==> src/rtl/avalon_pio_pkg.sv <==
// Shared constants for the bidirectional Avalon PIO: register addresses,
// edge-capture mode encodings and the edge-select helper.
package avalon_pio_pkg;

  localparam logic [2:0] ADDR_DATA     = 3'd0;
  localparam logic [2:0] ADDR_DIR      = 3'd1;
  localparam logic [2:0] ADDR_IRQMASK  = 3'd2;
  localparam logic [2:0] ADDR_EDGECAP  = 3'd3;
  localparam logic [2:0] ADDR_OUTSET   = 3'd4;
  localparam logic [2:0] ADDR_OUTCLEAR = 3'd5;

  localparam int EDGE_RISE = 0;
  localparam int EDGE_FALL = 1;
  localparam int EDGE_ANY  = 2;

  // Unknown mode encodings fall back to rising-edge capture.
  function automatic logic [31:0] edge_select(input int edge_type,
                                              input logic [31:0] sync_now,
                                              input logic [31:0] sync_prev);
    logic [31:0] rise;
    logic [31:0] fall;
    rise = sync_now & ~sync_prev;
    fall = ~sync_now & sync_prev;
    case (edge_type)
      EDGE_FALL: return fall;
      EDGE_ANY:  return rise | fall;
      default:   return rise;
    endcase
  endfunction

endpackage

==> src/rtl/pio_sync.sv <==
// Per-bit multi-flop synchroniser bringing the asynchronous pins into the clk
// domain; o_sync is the last stage.
module pio_sync #(
  parameter int WIDTH       = 8,
  parameter int SYNC_STAGES = 2
) (
  input  logic             i_clk,
  input  logic             i_reset,
  input  logic [WIDTH-1:0] i_async,
  output logic [WIDTH-1:0] o_sync
);

  logic [WIDTH-1:0] r_stage [SYNC_STAGES];

  always_ff @(posedge i_clk or posedge i_reset) begin
    if (i_reset) begin
      for (int i = 0; i < SYNC_STAGES; i++) r_stage[i] <= '0;
    end else begin
      r_stage[0] <= i_async;
      for (int i = 1; i < SYNC_STAGES; i++) r_stage[i] <= r_stage[i-1];
    end
  end

  assign o_sync = r_stage[SYNC_STAGES-1];

endmodule

==> src/rtl/avalon_pio_bidir.sv <==
// Bidirectional Avalon-MM PIO: output data with set/clear aliases, per-bit
// direction, synchronised inputs with edge capture and a masked level IRQ.
module avalon_pio_bidir
  import avalon_pio_pkg::*;
#(
  parameter int               WIDTH       = 8,
  parameter logic [WIDTH-1:0] RESET_VALUE = '0,
  parameter int               EDGE_TYPE   = EDGE_RISE,
  parameter int               SYNC_STAGES = 2
) (
  input  logic             clk,
  input  logic             reset,
  input  logic [2:0]       address,
  input  logic             chipselect,
  input  logic             write_n,
  input  logic [WIDTH-1:0] writedata,
  output logic [WIDTH-1:0] readdata,
  input  logic [WIDTH-1:0] in_port,
  output logic [WIDTH-1:0] out_port,
  output logic [WIDTH-1:0] oe,
  output logic             irq
);

  // Bus semantics: a write commits on the clk edge where chipselect=1 and
  // write_n=0; readdata is registered, returns the addressed register one
  // cycle after the address is presented, and is 0 while chipselect=0.
  logic             w_wr;
  logic [WIDTH-1:0] w_sync;
  logic [WIDTH-1:0] w_edge;
  logic [WIDTH-1:0] w_clear;
  logic [WIDTH-1:0] w_rd_mux;

  logic [WIDTH-1:0] r_data_out;
  logic [WIDTH-1:0] r_dir;
  logic [WIDTH-1:0] r_irqmask;
  logic [WIDTH-1:0] r_edgecap;
  logic [WIDTH-1:0] r_sync_prev;
  logic [WIDTH-1:0] r_readdata;
  logic             r_irq;

  assign w_wr = chipselect & ~write_n;

  pio_sync #(
    .WIDTH       (WIDTH),
    .SYNC_STAGES (SYNC_STAGES)
  ) u_sync (
    .i_clk   (clk),
    .i_reset (reset),
    .i_async (in_port),
    .o_sync  (w_sync)
  );

  assign w_edge = WIDTH'(edge_select(EDGE_TYPE, 32'(w_sync), 32'(r_sync_prev)));

  always_comb begin
    w_clear = '0;
    if (w_wr && address == ADDR_EDGECAP) w_clear = writedata;
  end

  always_comb begin
    w_rd_mux = '0;
    if (chipselect) begin
      case (address)
        ADDR_DATA:     w_rd_mux = w_sync;
        ADDR_DIR:      w_rd_mux = r_dir;
        ADDR_IRQMASK:  w_rd_mux = r_irqmask;
        ADDR_EDGECAP:  w_rd_mux = r_edgecap;
        ADDR_OUTSET,
        ADDR_OUTCLEAR: w_rd_mux = r_data_out;
        default:       w_rd_mux = '0;
      endcase
    end
  end

  always_ff @(posedge clk or posedge reset) begin
    if (reset) begin
      r_data_out <= RESET_VALUE;
      r_dir      <= '0;
      r_irqmask  <= '0;
    end else if (w_wr) begin
      case (address)
        ADDR_DATA:     r_data_out <= writedata;
        ADDR_DIR:      r_dir      <= writedata;
        ADDR_IRQMASK:  r_irqmask  <= writedata;
        ADDR_OUTSET:   r_data_out <= r_data_out | writedata;
        ADDR_OUTCLEAR: r_data_out <= r_data_out & ~writedata;
        default:       ;
      endcase
    end
  end

  // A fresh edge is ORed in after the clear so it survives a coincident W1C.
  always_ff @(posedge clk or posedge reset) begin
    if (reset) begin
      r_sync_prev <= '0;
      r_edgecap   <= '0;
      r_irq       <= 1'b0;
      r_readdata  <= '0;
    end else begin
      r_sync_prev <= w_sync;
      r_edgecap   <= (r_edgecap & ~w_clear) | w_edge;
      r_irq       <= |(r_edgecap & r_irqmask);
      r_readdata  <= w_rd_mux;
    end
  end

  assign out_port = r_data_out;
  assign oe       = r_dir;
  assign irq      = r_irq;
  assign readdata = r_readdata;

endmodule
==> config.mk <==
export PLATFORM = sky130hd
export DESIGN_NAME = avalon_pio_bidir
export DESIGN_NICKNAME = d
export VERILOG_FILES = /design/src/rtl/avalon_pio_pkg.sv /design/src/rtl/pio_sync.sv /design/src/rtl/avalon_pio_bidir.sv
export SDC_FILE = /design/constraint.sdc
export NUM_CORES = 1
export LEC_CHECK = 0
export ABC_AREA = 1
export BUFFER_PORTS_ARGS = -buffer_cell sky130_fd_sc_hd__buf_2
export CAP_MARGIN = 40
export CORE_MARGIN = 4
export CORE_UTILIZATION = 59
export CTS_CLUSTER_DIAMETER = 60
export DETAILED_ROUTE_END_ITERATION = 8
export GPL_TIMING_DRIVEN = 0
export PLACE_DENSITY_LB_ADDON = 0.15
export REMOVE_ABC_BUFFERS = 1
export SLEW_MARGIN = 20
export SYNTH_ARGS = -nofsm -noshare
export SYNTH_HDL_FRONTEND = slang
export SYNTH_HIERARCHICAL = 1
export SYNTH_SLANG_ARGS = --single-unit
==> constraint.sdc <==
create_clock -name clk -period 2.2 [get_ports clk]
set_input_delay 0.22 -clock clk [delete_from_list [all_inputs] [get_ports clk]]
set_output_delay 0.22 -clock clk [all_outputs]
set_load 0.03 [all_outputs]
==> metrics.md, run 1 <==
| Metric | Value |
|---|---|
| Xor and xnor area share after synthesis | `0` |
| Width of the die | `around 77 µm` |
| Clock buffer count from CTS | `9` |
| Warnings from Yosys | `6` |
| Leakage | `~1.7 nW` |
| Global route overflow | `0` |
| CP Max Fanout | `22` |
| Crit. End Element | `register` |
| Post-layout nets | `a little under 400` |
| Dpl cells | `397` |
| Worst-Skew Late Latency | `0.34 ns` |
| Pre-antenna DRT Iters | `4` |
| Synth Area in Simple Gates | `0.2798` |
| Synth top area share | `0.5830` |
| WHS | `~0.20 ns` |
| Multi-input logic area | `approximately 900 µm²` |
| Final critical-path required period | `1.258 ns` |
| Final critical-path setup slack | `0.9416 ns` |
| Fmax | `around 790 MHz` |
| Die area | `between 5000 and 6000 µm²` |
| Distinct cells, synth | `20` |
| Starting Density | `0.6236` |
| Mapped Area | `around 2800 µm²` |
| # fillers | `between 300 and 400` |
| Worst EP required | `~2.4 ns` |
| Setup TNS Final | `0 ns` |
| Root Buffer | `clkbuf_8` |
| Compound-cell area share of the yosys netlist | `0.04305` |
| Vias in the first global route | `2,244` |
| Period utilization | `0.5720` |
| Adder-cell share of the synthesized area | `0` |
| Slew Viols, Final | `0` |
| Via density per instance | `around 5.3` |
| H-tree Lvls | `3` |
| Slew HR | `0.6147` |
| TritonCTS clock tree | `yes` |
| Core area | `~4500 µm²` |
| Final instance area | `~3300 µm²` |
| CP startpoint kind | `input port` |
| Synthesized flop and latch total | `65` |
| DP HPWL | `between 4000 and 5000 µm` |
| DRT iter0 DRCs | `about 200` |
| PD cells | `943.6 nW/µm²` |
| Vert. Die Dim | `between 70 and 80 µm` |
| Drc violations | `0` |
| Critical path arrival | `around 1.5 ns` |
| Syn-to-layout area delta | `18.70%` |
| Synth Area per Inst | `between 8 and 9 µm²` |
| Total power | `3.125 mW` |
| Port Buffers | `47` |
| First-pass GRT wire length | `about 10,000 µm` |
| Setup Skew | `0.01009 ns` |
| Post-Route WL | `~6000 µm` |
| ANT cells | `0` |
| IO Pins | `48` |
| Initial antenna violation count | `0` |
| RSZ-0062 raised after global routing | `false` |
| Row count | `24` |
| Maximum vdd drop | `between 0.6 and 0.7 mV` |
| GP Congestion | `0.8877` |
| Cell taking the most area after synthesis | `dfrtp_1` |
| Longest Clk Path Bufs | `2` |
| GRT Total Usage | `0.2281` |
| Hold Path Class | `in -> reg` |
| Layout Cells excl Fill | `between 400 and 500` |
| Largest net degree at the start of global routing | `31` |
| Post-DP Area | `2994 µm²` |
| Final Hold Fails | `0` |
| Register Area | `between 1500 and 2000 µm²` |
| Via count | `approximately 2.2k` |
| Clock transition at the registers of the reported paths | `0.07 ns` |
| Largest family of logic cells by synthesized area | `simple AND/OR/NAND/NOR gates` |
| Final setup violation count | `0` |
| Final Core Density | `0.7402` |
| Synth top area cells | `dfrtp_1 (58%), nand2_1 (12%), nand3_1 (5.6%)` |
| Post-route ant nets | `0` |
| Crit Path Category | `in -> reg` |
| Outcome | `complete, no violations` |
| Wire length per cell after detailed routing | `~14 µm` |
| Clk sinks | `between 60 and 70` |
| Mux cell area share after synthesis | `0` |
| Max_cap viols | `0` |
| Place WS | `approximately 0.60 ns` |
| Slew at the pin with the worst max-slew slack | `around 0.58 ns` |
| Register area share after synthesis | `0.5830` |
| Share of layout cells above drive strength 1 | `0.2141` |
| Setup bufs post-CTS | `0` |
| Mapped Cells | `approximately 310` |
-- cell usage in the layout, fill, tap and decap left out, types with 2 or more instances in the layout --
cell type and n:
dlygate4sd3_1 9, nand2_2 4, buf_2 47, clkbuf_8 11, o21ai_1 10, dfrtp_1 65
nand3_1 31, inv_2 5, nand2_1 91, nand4_1 18, nor2_2 2, bufinv_16 2
o21ai_0 14, nor2_1 17, inv_1 34, nor2_4 2
-- synth_stat cells, drive strengths merged --
library cell  instances
nand2                95
buf                  16
nand4                18
clkbuf                1
nor2                 22
nand3                31
dfrtp                65
nor3                  2
inv                  39
o21ai                24
or2                   1
-- flip-flops by register name, summed over array words and instances, names as in the netlist --
name / cells
readdata: 8
irq: 1
u_sync/o_sync: 8
r_sync_prev: 8
u_sync/r_stage: 8
out_port: 8
r_edgecap: 8
r_irqmask: 8
oe: 8
-- layout make-up --
class                   instances  share of cell area
flip-flops and latches         65              0.4911
multi-input cells             193              0.2720
repair buffers                 57              0.1043
clock buffers                  11             0.04571
inverters                      39             0.04420
clock inverters                 4             0.02304
well taps                      52             0.01964
-- worst max-delay path, stage by stage --
cell and delay [ns]:
buf_2 0.16, inv_2 0.32, nand4_1 0.41, o21ai_0 0.28, nand2_1 0.09
-- where the power goes --
part	internal (mW)	switching (mW)
Combinational	0.176	0.378
Clock	0.695	0.450
Sequential	1.33	0.0978
Total	2.20	0.926
-- layer usage --
metal / share of wire / vias up / GRT usage
li1: - / 1099 / -
met5: 0 / - / 0
met2: 0.48 / 67 / 0.3624
met4: 0.026 / 0 / 0.1105
met1: 0.43 / 1042 / 0.2927
met3: 0.057 / 15 / 0.05621
-- worst paths after layout --
kind	startpoint	endpoint	slack, ns	cells after the start
max	address[2]	r_edgecap[7]	0.94	5
min	writedata[6]	r_irqmask[6]	0.20	3
max reg2reg	r_irqmask[0]	irq	1.21	3
min reg2reg	u_sync/r_stage[11]	u_sync/o_sync[3]	0.35	0
max in group asynchronous	reset	out_port[1]	1.27	4
min in group asynchronous	reset	r_sync_prev[5]	0.44	3
-- timing repair --
item                                   4_1_cts  5_1_grt
resized for setup                            0        0
endpoints found under the hold margin       43        0
hold buffers                                 9        0
-- cell families after synthesis --
group           count (synthesis)
simple gates                  169
buf+inv                        56
flops                          65
compound gates                 24
No activity file was read; power rests on OpenSTA's default activity.
==> inputs of run 2 (changes only) <==
CORE_UTILIZATION = 50   (was 59)
clock period = 1.1 ns   (was 2.2 ns; I/O delays follow)
==> run 2 against run 1 <==
Against the previous run:
- first-iteration DRC count is 42% lower
- clock skew is 0.0061 ns lower
- clock-buffer cell count stayed put
- clock power is 96% higher
- global-route usage is 2.4 points lower
- cell count is 5.7% higher
- worst hold slack worse by 0.11 ns
- sequential share of layout area is 1.1 points lower
- critical endpoint is now out_port[4]
- largest power group unchanged
- highest routed layer unchanged
==> metrics.md, run 2 (synthesis results as in run 1) <==
| Metric | Value |
|---|---|
| Worst EP required | `around 0.99 ns` |
| Root Buffer | `clkbuf_8` |
| Largest net degree at the start of global routing | `26` |
| Fmax | `938.8 MHz` |
| Drc violations | `0` |
| Vert. Die Dim | `around 83 µm` |
| Width of the die | `approximately 83 µm` |
| Slew Viols, Final | `0` |
| Final critical-path setup slack | `0.03484 ns` |
| Core area | `5270 µm²` |
| Via count | `2,222` |
| Wire length per cell after detailed routing | `approximately 14 µm` |
| PD cells | `between 1500 and 2000 nW/µm²` |
| CP Depth | `1` |
| Final instance area | `between 3000 and 4000 µm²` |
| TritonCTS clock tree | `yes` |
| Hold Path Class | `in -> reg` |
| DP HPWL | `around 4300 µm` |
| Vias in the first global route | `around 2.3k` |
| Commonest cells after routing, fill and taps aside | `nand2_1 (91), dfrtp_1 (65), buf_2 (40)` |
| Critical path arrival | `between 0.9 and 1 ns` |
| CP Max Fanout | `4` |
| Die area | `a little under 7000 µm²` |
| Clock buffer count from CTS | `9` |
| Clock transition at the registers of the reported paths | `around 0.070 ns` |
| GRT Total Usage | `0.2041` |
| Setup TNS Final | `0 ns` |
| Crit-path leading delay family | `flip-flops` |
| Via density per instance | `4.993` |
| Global route overflow | `0` |
| DRT iter0 DRCs | `117` |
| Starting Density | `0.5294` |
| # fillers | `approximately 470` |
| Max incr delay on CP | `roughly 0.40 ns` |
| Pre-antenna DRT Iters | `4` |
| Setup Skew | `0.003966 ns` |
| Commonest non-fill, non-tap cell in the layout | `nand2_1` |
| Longest Clk Path Bufs | `2` |
| Place WS | `-0.4138 ns` |
| Slowest cell on crit path | `dfrtp_1` |
| Outcome | `complete, no violations` |
| Post-Route WL | `just over 6000 µm` |
| Worst-path cell chain | `clkbuf_4` |
| Leakage | `between 1.5 and 2 nW` |
| Clk sinks | `between 60 and 70` |
| WHS | `just over 0.08 ns` |
| Slew HR | `0.6153` |
| Max_cap viols | `0` |
| Post-layout nets | `393` |
| Row count | `26` |
| Crit Path Category | `reg -> out` |
| Final Hold Fails | `0` |
| Period utilization | `0.9683` |
| IO Pins | `between 40 and 50` |
| RSZ-0062 raised after global routing | `false` |
| R2R depth | `3` |
| GP Congestion | `about 0.8` |
| Hold depth | `3` |
| Slew at the pin with the worst max-slew slack | `between 0.5 and 0.6 ns` |
| Final critical-path required period | `1.065 ns` |
| Maximum vdd drop | `between 1 and 1.5 mV` |
| H-tree Lvls | `3` |
| Syn-to-layout area delta | `21.39%` |
| Share of layout cells above drive strength 1 | `0.2240` |
| Worst path bufs/invs | `1` |
| First-pass GRT wire length | `approximately 10,000 µm` |
| Port Buffers | `47` |
| CP startpoint kind | `register` |
| Final setup violation count | `0` |
| Worst-Skew Late Latency | `0.34 ns` |
| ANT cells | `0` |
| Post-DP Area | `3017 µm²` |
| Post-route ant nets | `0` |
| Initial antenna violation count | `0` |
| Crit. End Element | `primary output` |
## run 2: cell types whose count changed in the layout (fill, tap and decap cells not counted), moves of 2 or more
cell,change
buf_2,-7
clkbuf_4,+7
buf_4,+5
clkinv_2,+2
## run 2: timing repair
action	in CTS	in global routing
setup buffers	1	4
resized for setup	0	8
hold endpoints to repair	48	0
cloned	0	0
pin swaps	1	1
setup endpoints to repair	8	27
hold buffers	9	0
## run 2: cell type report
cell class	count	area [µm²]	area share
clock inverters	5	78.83	0.02327
multi-input cells	193	905.9	0.2675
inverters	39	146.4	0.04322
clock buffers	11	141.4	0.04174
repair buffers	62	400.4	0.1182
flip-flops and latches	65	1627	0.4802
well taps	70	87.58	0.02586
## run 2: stage by stage
| step | std cells | util | power [mW] |
|---|---|---|---|
| floorplan | 297 | - | 3.597 |
| global placement | 414 | 0.5686 | 3.949 |
| detailed placement | 415 | 0.5724 | 3.981 |
| CTS | 441 | 0.6327 | 6.236 |
| global route | 445 | 0.6427 | 6.542 |
| finish | 445 | 0.6427 | 6.232 |
## run 2: worst register-to-register path, cell delays in order, from the launching register on
cell	delay (ns)
dfrtp_1	0.40
nand2_1	0.08
nand4_1	0.11
or2_2	0.29
## run 2: routing by layer
layer	share of wire	GRT usage	up-vias
met3	0.047	0.03905	13
met2	0.48	0.3285	54
li1	-	-	1103
met4	0.029	0.1127	0
met5	0	0	-
met1	0.45	0.2587	1052
## run 2: path summary, 6_finish.rpt
kind	start	endpoint	slack, ns
worst min register to register	u_sync/r_stage[11]	u_sync/o_sync[3]	0.35
worst max-delay path	out_port[4]	out_port[4]	0.03
worst min-delay path	chipselect	readdata[4]	0.08
max in group asynchronous	reset	oe[2]	0.21
min in group asynchronous	reset	r_edgecap[3]	0.37
worst max register to register	r_edgecap[6]	irq	0.10
## run 2: power breakdown
| part | internal [mW] | switching (mW) | leakage (nW) |
|---|---|---|---|
| Combinational | 0.393 | 0.766 | 0.899 |
| Clock | 1.33 | 0.891 | 0.113 |
| Sequential | 2.66 | 0.191 | 0.756 |
| Total | 4.38 | 1.85 | 1.77 |
